--- config.mk ---
export PLATFORM = sky130hd
export DESIGN_NAME = out_i2s
export DESIGN_NICKNAME = d
export VERILOG_FILES = /design/src/rtl/out_i2s.sv
export SDC_FILE = /design/constraint.sdc
export NUM_CORES = 1
export LEC_CHECK = 0
export ABC_CLOCK_PERIOD_IN_PS = 4400
export CAP_MARGIN = 20
export CORE_UTILIZATION = 30
export DETAILED_ROUTE_END_ITERATION = 8
export MAX_ROUTING_LAYER = met4
export PLACE_DENSITY = 0.51
export SLEW_MARGIN = 0
export SYNTH_ARGS = -nofsm -noshare
export SYNTH_HDL_FRONTEND = slang
export SYNTH_SLANG_ARGS = --single-unit
--- constraint.sdc ---
create_clock -name BCLK -period 4.4 [get_ports BCLK]
set_input_delay 0.44 -clock BCLK [delete_from_list [all_inputs] [get_ports BCLK]]
set_output_delay 0.44 -clock BCLK [all_outputs]
set_load 0.02 [all_outputs]
--- src/rtl/out_i2s.sv ---
// Left-justified / Philips I2S serial transmitter toward a codec DAC, clocked by BCLK.
// Define OUT_I2S_DELAY_EN for Philips I2S (DACDAT lags DACLRC by one BCLK).
module out_i2s #(
  parameter int DATA_WIDTH = 24
) (
  input  logic                  BCLK,
  input  logic                  reset,
  input  logic                  enable,
  input  logic [DATA_WIDTH-1:0] left_data,
  input  logic [DATA_WIDTH-1:0] right_data,
  input  logic                  sample_valid,
  output logic                  sample_ready,
  input  logic                  underrun_clr,
  output logic                  DACLRC,
  output logic                  DACDAT,
  output logic                  frame_start,
  output logic                  underrun,
  output logic [0:0]            o_dbg_state
);

  localparam int FRAME = 2 * DATA_WIDTH;
  localparam int CW    = $clog2(FRAME);
  localparam logic [CW-1:0] CNT_LAST = CW'(FRAME - 1);
  localparam logic [CW-1:0] CNT_HALF = CW'(DATA_WIDTH);

  localparam logic [0:0] ST_IDLE = 1'b0;
  localparam logic [0:0] ST_RUN  = 1'b1;

  logic [0:0]       r_state;
  logic [CW-1:0]    r_cnt;
  logic [FRAME-1:0] r_buf;
  logic             r_buf_full;
  logic [FRAME-1:0] r_shift;
  logic             r_fs;
  logic             r_underrun;

  logic w_accept;
  logic w_boundary;
  logic w_start;
  logic w_load_buf;
  logic w_underrun_set;
  logic w_dat_raw;

  // A frame starts from IDLE only with a sample in hand; at a boundary it starts
  // regardless and plays zeros if the buffer is empty.
  always_comb begin
    w_accept       = sample_valid && !r_buf_full;
    w_boundary     = (r_state == ST_RUN) && (r_cnt == CNT_LAST);
    w_start        = enable && (((r_state == ST_IDLE) && r_buf_full) || w_boundary);
    w_load_buf     = w_start && r_buf_full;
    w_underrun_set = w_start && !r_buf_full;
    w_dat_raw      = r_shift[FRAME-1];
  end

  always_ff @(posedge BCLK) begin
    if (reset) begin
      r_state    <= ST_IDLE;
      r_cnt      <= '0;
      r_buf      <= '0;
      r_buf_full <= 1'b0;
      r_shift    <= '0;
      r_fs       <= 1'b0;
      r_underrun <= 1'b0;
    end else begin
      r_fs <= w_start;

      // Accept and buffer load are exclusive: accept needs an empty buffer.
      if (w_accept) begin
        r_buf      <= {left_data, right_data};
        r_buf_full <= 1'b1;
      end else if (w_load_buf) begin
        r_buf_full <= 1'b0;
      end

      if (w_start) begin
        r_state <= ST_RUN;
        r_cnt   <= '0;
        r_shift <= w_load_buf ? r_buf : '0;
      end else if (w_boundary) begin
        r_state <= ST_IDLE;
        r_cnt   <= '0;
        r_shift <= '0;
      end else if (r_state == ST_RUN) begin
        r_cnt   <= r_cnt + 1'b1;
        r_shift <= {r_shift[FRAME-2:0], 1'b0};
      end

      if (w_underrun_set) begin
        r_underrun <= 1'b1;
      end else if (underrun_clr) begin
        r_underrun <= 1'b0;
      end
    end
  end

`ifdef OUT_I2S_DELAY_EN
  logic r_dly;

  always_ff @(posedge BCLK) begin
    if (reset) begin
      r_dly <= 1'b0;
    end else begin
      r_dly <= w_dat_raw;
    end
  end

  assign DACDAT = r_dly;
`else
  assign DACDAT = w_dat_raw;
`endif

  assign sample_ready = !r_buf_full;
  assign DACLRC       = (r_state == ST_RUN) && (r_cnt >= CNT_HALF);
  assign frame_start  = r_fs;
  assign underrun     = r_underrun;
  assign o_dbg_state  = r_state;

endmodule
==> results.md, run 1 <==
- Status: finished, final reports clean
- Final Core Density: 0.383
- Antenna violations before repair: 0
- RSZ-0062 raised after global routing: no
- Die Ht: 122 um
- Pwr Density: 424 nW/um^2
- Crit. End Element: register
- Post-synthesis register bit count: about 110
- Crit path max-delay family: compound AO/OA/AOI/OAI gates
- Via count: between 3000 and 4000
- Io pins: 59
- MaxCap Viol Count: 0
- Reg2Reg Setup Slack: 1.85 ns
- Primary FF master, synth: dfxtp_1
- Clock Skew: 0.00686 ns
- Worst reg2reg path depth: 5
- CP Launch Type: register
- Post-CTS Setup Repair Bufs: 0
- Detailed placement HPWL: 5.85 mm
- Max Slew Vio Count: 0
- Buf/Inv on CP: 1
- Seq/Total Area, Yosys: 0.493
- WHS Path Cells: 2
- Port bufs: between 50 and 60
- Syn nets: approximately 540
- Hold Path End: r_buf[42]
- Area delta synth->final: 23.9%
- Hold Vio Cnt, Final: 0
- Worst path slowest cell: o31ai_4
- Detail Route Antenna Nets: 0
- WS Path Type: register to register
- Final wirelength: 9.54 mm
- GRT Total Usage: 0.140
- Reg-to-reg critical path startpoint: o_dbg_state
- First-pass detailed-route iteration total: 4
- Area contributors post-synth: dfxtp_1, nand2_1, a221oi_2, a21oi_1, a221oi_1
- Netlist cell types: 32
- Relative slew slack: 0.364
- Max FO, Critical Path: 20
- Hold Path Class: register to register
- First-pass GRT wire length: between 15 and 20 mm
- Worst reg2reg endpoint: r_shift[16]
- Actual slew at the worst max-slew pin: 0.955 ns
- Total CTS buffers: 9
- Worst path max stage delay: 0.83 ns
- Row cnt: 43
- Peak supply drop: approximately 190 uV
- Largest area contributor in the netlist: dfxtp_1
- FFs w/ async S/R, synth: 0
- CP cell instances: nand4_2, o31ai_4, buf_4, a221oi_1, nor3_1
- Yosys warning count: 0
- Leak: 1.94 nW
- Most common cell in the netlist: dfxtp_1
- Synthesized area: 4300 um^2
- Vias in the first global route: 3373
- Total negative slack: 0 ns
- Initial Util: 0.309
- Crit path required time: 4.65 ns
- Largest net degree at the start of global routing: roughly 100
- Post-DR wirelength/cell: 13.6 um
- Die ar.: between 10000 and 15000 um^2
- Syn Area/Cell: 8.86 um^2
- Share of the synthesized area in the top cell type: 0.493
- Iter 0 DRT Violations: 110
- Worst-skew pair later-pin latency: ~0.34 ns
- Synth cell count leaders: dfxtp_1, nand2_1, nor2_1
- Root Buffer: clkbuf_16
- Final period utilization: 0.580
- Share of post-route cells with drive strength above 1: 0.134
- CP arrival: between 2 and 3 ns
- Fmax: 392 MHz
- Hold path start: r_buf[42]
- Clk slew on worst S/H paths: around 0.070 ns
- Post-CTS sizing: 0
- Post-CTS Hold Fix Bufs: 0
- Post-Syn Instances: between 400 and 500
- Vias per cell: 4.90
- Clock Sinks: 106
- Clock Tree Buf Depth: 2
- Ant diodes: 0
- Total grt overflow: 0
- DR DRC count: 0
- RD Place Congestion: 0.718
- Final min period: approximately 2.6 ns
- EDFF count, synth: 0
- Die width: 122 um
- Setup violators final: 0
- Final net count: 573
- H-Tree Depth: 3
- CTS tree: yes
- Core box area: 13900 um^2
## logic make-up (layout without fill, tap and decap cells)
kind of cell,Yosys count,in the layout,synth area share
AOI/OAI and AO/OA,103,103,0.195
xor gates and xnor gates,5,5,0.0102
adders and majority gates,2,2,0.00581
buffers and inverters,48,85,0.0526
DFF,106,106,0.493
muxes,2,2,0.00465
and+or+nand+nor,220,220,0.239
## power by group
part / leakage [nW] / internal (mW) / switching [mW] / total (mW)
Clock: 0.149 / 0.515 / 0.338 / 0.853
Sequential: 0.870 / 1.03 / 0.0500 / 1.08
Combinational: 0.919 / 0.145 / 0.181 / 0.326
Total: 1.94 / 1.69 / 0.570 / 2.26
## how the worst max path moves through the flow
stage	start	endpoint	slack, ns	depth (start not counted)
floorplan	r_cnt[0]	r_shift[18]	2.72	7
global placement	enable	r_shift[47]	1.61	6
detailed placement	enable	r_shift[13]	1.57	6
CTS	o_dbg_state	r_shift[16]	1.79	5
global route	o_dbg_state	r_shift[14]	1.56	5
finish	o_dbg_state	r_shift[16]	1.85	5
## metal layers
| layer | up-vias | track usage | routed length [um] |
|---|---|---|---|
| met5 | - | - | 0 |
| met4 | 0 | 0.0394 | 89 |
| met3 | 7 | 0.0300 | 318 |
| met2 | 50 | 0.236 | 4590 |
| met1 | 1635 | 0.168 | 4540 |
| li1 | 1751 | - | - |
## worst min-delay path, delay by kind of cell, from the launching register on
family / cells / cell delay, ns
flip-flops: 1 / 0.31
AND/OR/NAND/NOR: 1 / 0.05
AO/OA/AOI/OAI: 1 / 0.05
## state kept, by name, indices dropped and copies added (netlist names)
signal       cells
r_buf           48
r_cnt            6
r_buf_full       1
underrun         1
frame_start      1
o_dbg_state      1
r_shift         48
## placed cells by master, fill, tap and decap left out, types with 2 or more instances in the layout
cell             instances
a21oi_1                 49
bufinv_16                2
clkinvlp_4               2
ha_1                     2
clkdlybuf4s50_1         57
clkbuf_1                 2
nor3_2                  20
nor3_1                  29
clkbuf_16                9
xor2_1                   3
buf_4                    5
nor2_1                  61
a221oi_2                20
dfxtp_1                106
inv_1                    5
mux2i_1                  2
xnor2_1                  2
nand2_1                 99
nand2_2                  2
a221oi_1                27
## layout make-up
type / count / area (um^2)
Clock inverter: 4 / 75.1
Inverter: 5 / 18.8
Tap cell: 180 / 225
Fill cell: 1426 / 8600
Multi-Input combinational cell: 332 / 1990
Timing Repair Buffer: 64 / 656
Clock buffer: 12 / 246
Sequential cell: 106 / 2120
## metrics by stage
| step | hold WS, ns | instances | cell area [um^2] | power [mW] | worst slack (ns) |
|---|---|---|---|---|---|
| floorplan | 0.436 | 486 | 4300 | 1.32 | 2.72 |
| global placement | 0.447 | 685 | 4960 | 1.42 | 1.61 |
| detailed placement | 0.451 | 685 | 4960 | 1.43 | 1.57 |
| CTS | 0.460 | 701 | 5290 | 2.29 | 1.79 |
| global route | 0.475 | 703 | 5330 | 2.37 | 1.56 |
| finish | 0.457 | 703 | 5330 | 2.26 | 1.85 |
Power figures use the tool's default switching activity.
==> run 2, diff against run 1 <==
--- a/config.mk
+++ b/config.mk
@@ -5,12 +5,12 @@
 export SDC_FILE = /design/constraint.sdc
 export NUM_CORES = 1
 export LEC_CHECK = 0
-export ABC_CLOCK_PERIOD_IN_PS = 4400
+export ABC_CLOCK_PERIOD_IN_PS = 2250
 export CAP_MARGIN = 20
 export CORE_UTILIZATION = 30
 export DETAILED_ROUTE_END_ITERATION = 8
 export MAX_ROUTING_LAYER = met4
-export PLACE_DENSITY = 0.51
+export PLACE_DENSITY = 0.53
 export SLEW_MARGIN = 0
 export SYNTH_ARGS = -nofsm -noshare
 export SYNTH_HDL_FRONTEND = slang
==> constraint.sdc (replaced) <==
create_clock -name BCLK -period 2.25 [get_ports BCLK]
set_input_delay 0.225 -clock BCLK [delete_from_list [all_inputs] [get_ports BCLK]]
set_output_delay 0.225 -clock BCLK [all_outputs]
set_load 0.02 [all_outputs]
==> run 2 against run 1 <==
Total power is 95% higher; clock skew is 0.00061 ns lower; non-clock buffer count is 4 higher; die area stayed put; combinational power is 100% higher; sequential cell count stayed put; highest routed layer unchanged; largest power group unchanged; via count is 0.32% lower; hold slack worse by 0.15 ns; sequential power is 96% higher.
==> results.md, run 2 (synthesis gave the netlist of run 1 again) <==
- Status: finished, final reports clean
- Share of post-route cells with drive strength above 1: 0.139 (+0.00520)
- Post-CTS Setup Repair Bufs: 0 (unchanged)
- CP Launch Type: register
- Total negative slack: 0 ns (unchanged)
- CTS tree: yes
- Core box area: 13900 um^2 (unchanged)
- Hold Path Class: input pin to register
- CP cell instances: buf_4, nand4_2, o31ai_4, buf_12, a221oi_1, nor3_1
- WS Path Type: register to register
- Total grt overflow: 0 (unchanged)
- Post-CTS sizing: 0 (unchanged)
- Via count: 3432 (-0.32%)
- Root Buffer: clkbuf_16
- Post-DR wirelength/cell: 13.7 um (+0.73%)
- Fillers: 1401 (-1.8%)
- Setup ws final: 0.296 ns (-1.55 ns)
- Detail Route Antenna Nets: 0 (unchanged)
- Die width: 122 um (unchanged)
- Final period utilization: 0.868 (+0.288)
- Worst reg2reg path depth: 6 (+1)
- First-pass detailed-route iteration total: 4 (unchanged)
- Ant diodes: 0 (unchanged)
- Setup violators final: 0 (unchanged)
- Total CTS buffers: 9 (unchanged)
- Reg2Reg Setup Slack: 0.30 ns (-1.55 ns)
- Clock Sinks: 106 (unchanged)
- Worst path max stage delay: 0.54 ns (-0.29 ns)
- Crit path required time: 2.51 ns (-2.14 ns)
- Die ar.: 14800 um^2 (unchanged)
- Reg-to-reg critical path startpoint: o_dbg_state
- GRT Total Usage: 0.144 (+0.00342)
- Worst path slowest cell: dfxtp_1
- Post-CTS Hold Fix Bufs: 0 (unchanged)
- Leading cell types in the layout, fill and taps excluded: dfxtp_1, nand2_1, nor2_1, clkdlybuf4s50_1, a21oi_1
- MaxCap Viol Count: 0 (unchanged)
- Leak: 1.96 nW (+1.3%)
- Final wirelength: 9.63 mm (+1.0%)
- RD Place Congestion: 0.718 (about the same)
- Crit. End Element: register
- H-Tree Depth: 3 (unchanged)
- Final Cell Area: 5370 um^2 (+0.63%)
- Vias per cell: 4.87 (-0.60%)
- Iter 0 DRT Violations: 232 (+110%)
- CP arrival: 2.21 ns (-0.60 ns)
- Total power: 4.41 mW (+95%)
- Vias in the first global route: 3434 (+1.8%)
- Fmax: 512 MHz (+31%)
- Final net count: 577 (+0.70%)
- Max FO, Critical Path: 47 (+140%)
- Antenna violations before repair: 0 (unchanged)
- Initial Util: 0.309 (unchanged)
- Clock Tree Buf Depth: 2 (unchanged)
- Io pins: 59 (unchanged)
- Die Ht: 122 um (unchanged)
- First-pass GRT wire length: 16.3 mm (+1.9%)
- DR DRC count: 0 (unchanged)
- Crit path max-delay family: flip-flops
- Clock Skew: 0.00625 ns (-0.000607 ns)
- RSZ-0062 raised after global routing: no
- Detailed placement HPWL: 5.89 mm (+0.54%)
- WHS Path Cells: 2 (unchanged)
- Area delta synth->final: 24.7%
- Largest net degree at the start of global routing: 64 (-37%)
- Clk slew on worst S/H paths: 0.06 ns (about the same)
- Max Slew Vio Count: 0 (unchanged)
- Peak supply drop: 372 uV (+100%)
- Hold path start: reset
- Pwr Density: 823 nW/um^2 (+94%)
- Placed cell area: 5060 um^2 (+1.9%)
- Row cnt: 43 (unchanged)
- Final Non-Filler Cells: 705 (+0.28%)
- Actual slew at the worst max-slew pin: 1.05 ns (+0.0919 ns)
- Hold Vio Cnt, Final: 0 (unchanged)
- DP Worst Slack: 0.0154 ns (-1.55 ns)
- Buf/Inv on CP: 2 (+1)
- Top Registers: r_buf x48, r_shift x48, r_cnt x6
- Worst-skew pair later-pin latency: 0.34 ns (about the same)
- Port bufs: 58 (unchanged)
- Relative slew slack: 0.301 (-0.0628)
- Dpl cells: 691 (+0.88%)
- Hold Path End: underrun
- Commonest non-fill, non-tap cell in the layout: dfxtp_1
- Final Core Density: 0.385 (+0.00243)
- Final min period: 1.95 ns (-0.599 ns)
- Hold Slack: 0.311 ns (-0.146 ns)
- Worst reg2reg endpoint: r_shift[38]
-- run 2: changes by cell type in the layout (fill, tap and decap cells not counted), sizes merged --
cell      before  now
buf            7   11
clkinv         0    1
clkbuf        12   11
clkinvlp       2    0
-- run 2: how the worst max path moves through the flow --
| stage | cells past startpoint | end | from |
|---|---|---|---|
| floorplan | 7 | r_shift[18] | r_cnt[0] |
| global placement | 5 | r_shift[34] | enable |
| detailed placement | 5 | r_shift[31] | enable |
| CTS | 6 | r_shift[38] | o_dbg_state |
| global route | 6 | r_shift[16] | o_dbg_state |
| finish | 6 | r_shift[38] | o_dbg_state |
-- run 2: worst reg2reg max path, delay by kind of cell, from the launching register on --
kind	cells	cell delay, ns
AOI/OAI and AO/OA	2	0.40
buffers and inverters	2	0.53
DFF	1	0.54
and+or+nand+nor	2	0.40
-- run 2: metal layers --
metal	share of wire	vias up	GRT usage
met5	0	-	-
met1	0.48	1610	0.169
li1	-	1759	-
met4	0.014	0	0.0517
met3	0.035	12	0.0314
met2	0.47	51	0.239
-- run 2: layout make-up --
cell class | count | area [um^2] | share of cell area
flip-flops and latches | 106 | 2120 | 0.395
well taps | 180 | 225 | 0.0420
inverters | 5 | 18.8 | 0.00350
clock inverters | 3 | 65.1 | 0.0121
repair buffers | 68 | 703 | 0.131
multi-input cells | 332 | 1990 | 0.371
clock buffers | 11 | 243 | 0.0452
-- run 2: power breakdown --
part	total (mW)	internal [mW]	switching (mW)	leakage, nW
Combinational	0.655	0.294	0.360	0.942
Sequential	2.12	2.02	0.0960	0.870
Clock	1.64	0.992	0.652	0.151
Total	4.41	3.31	1.11	1.96
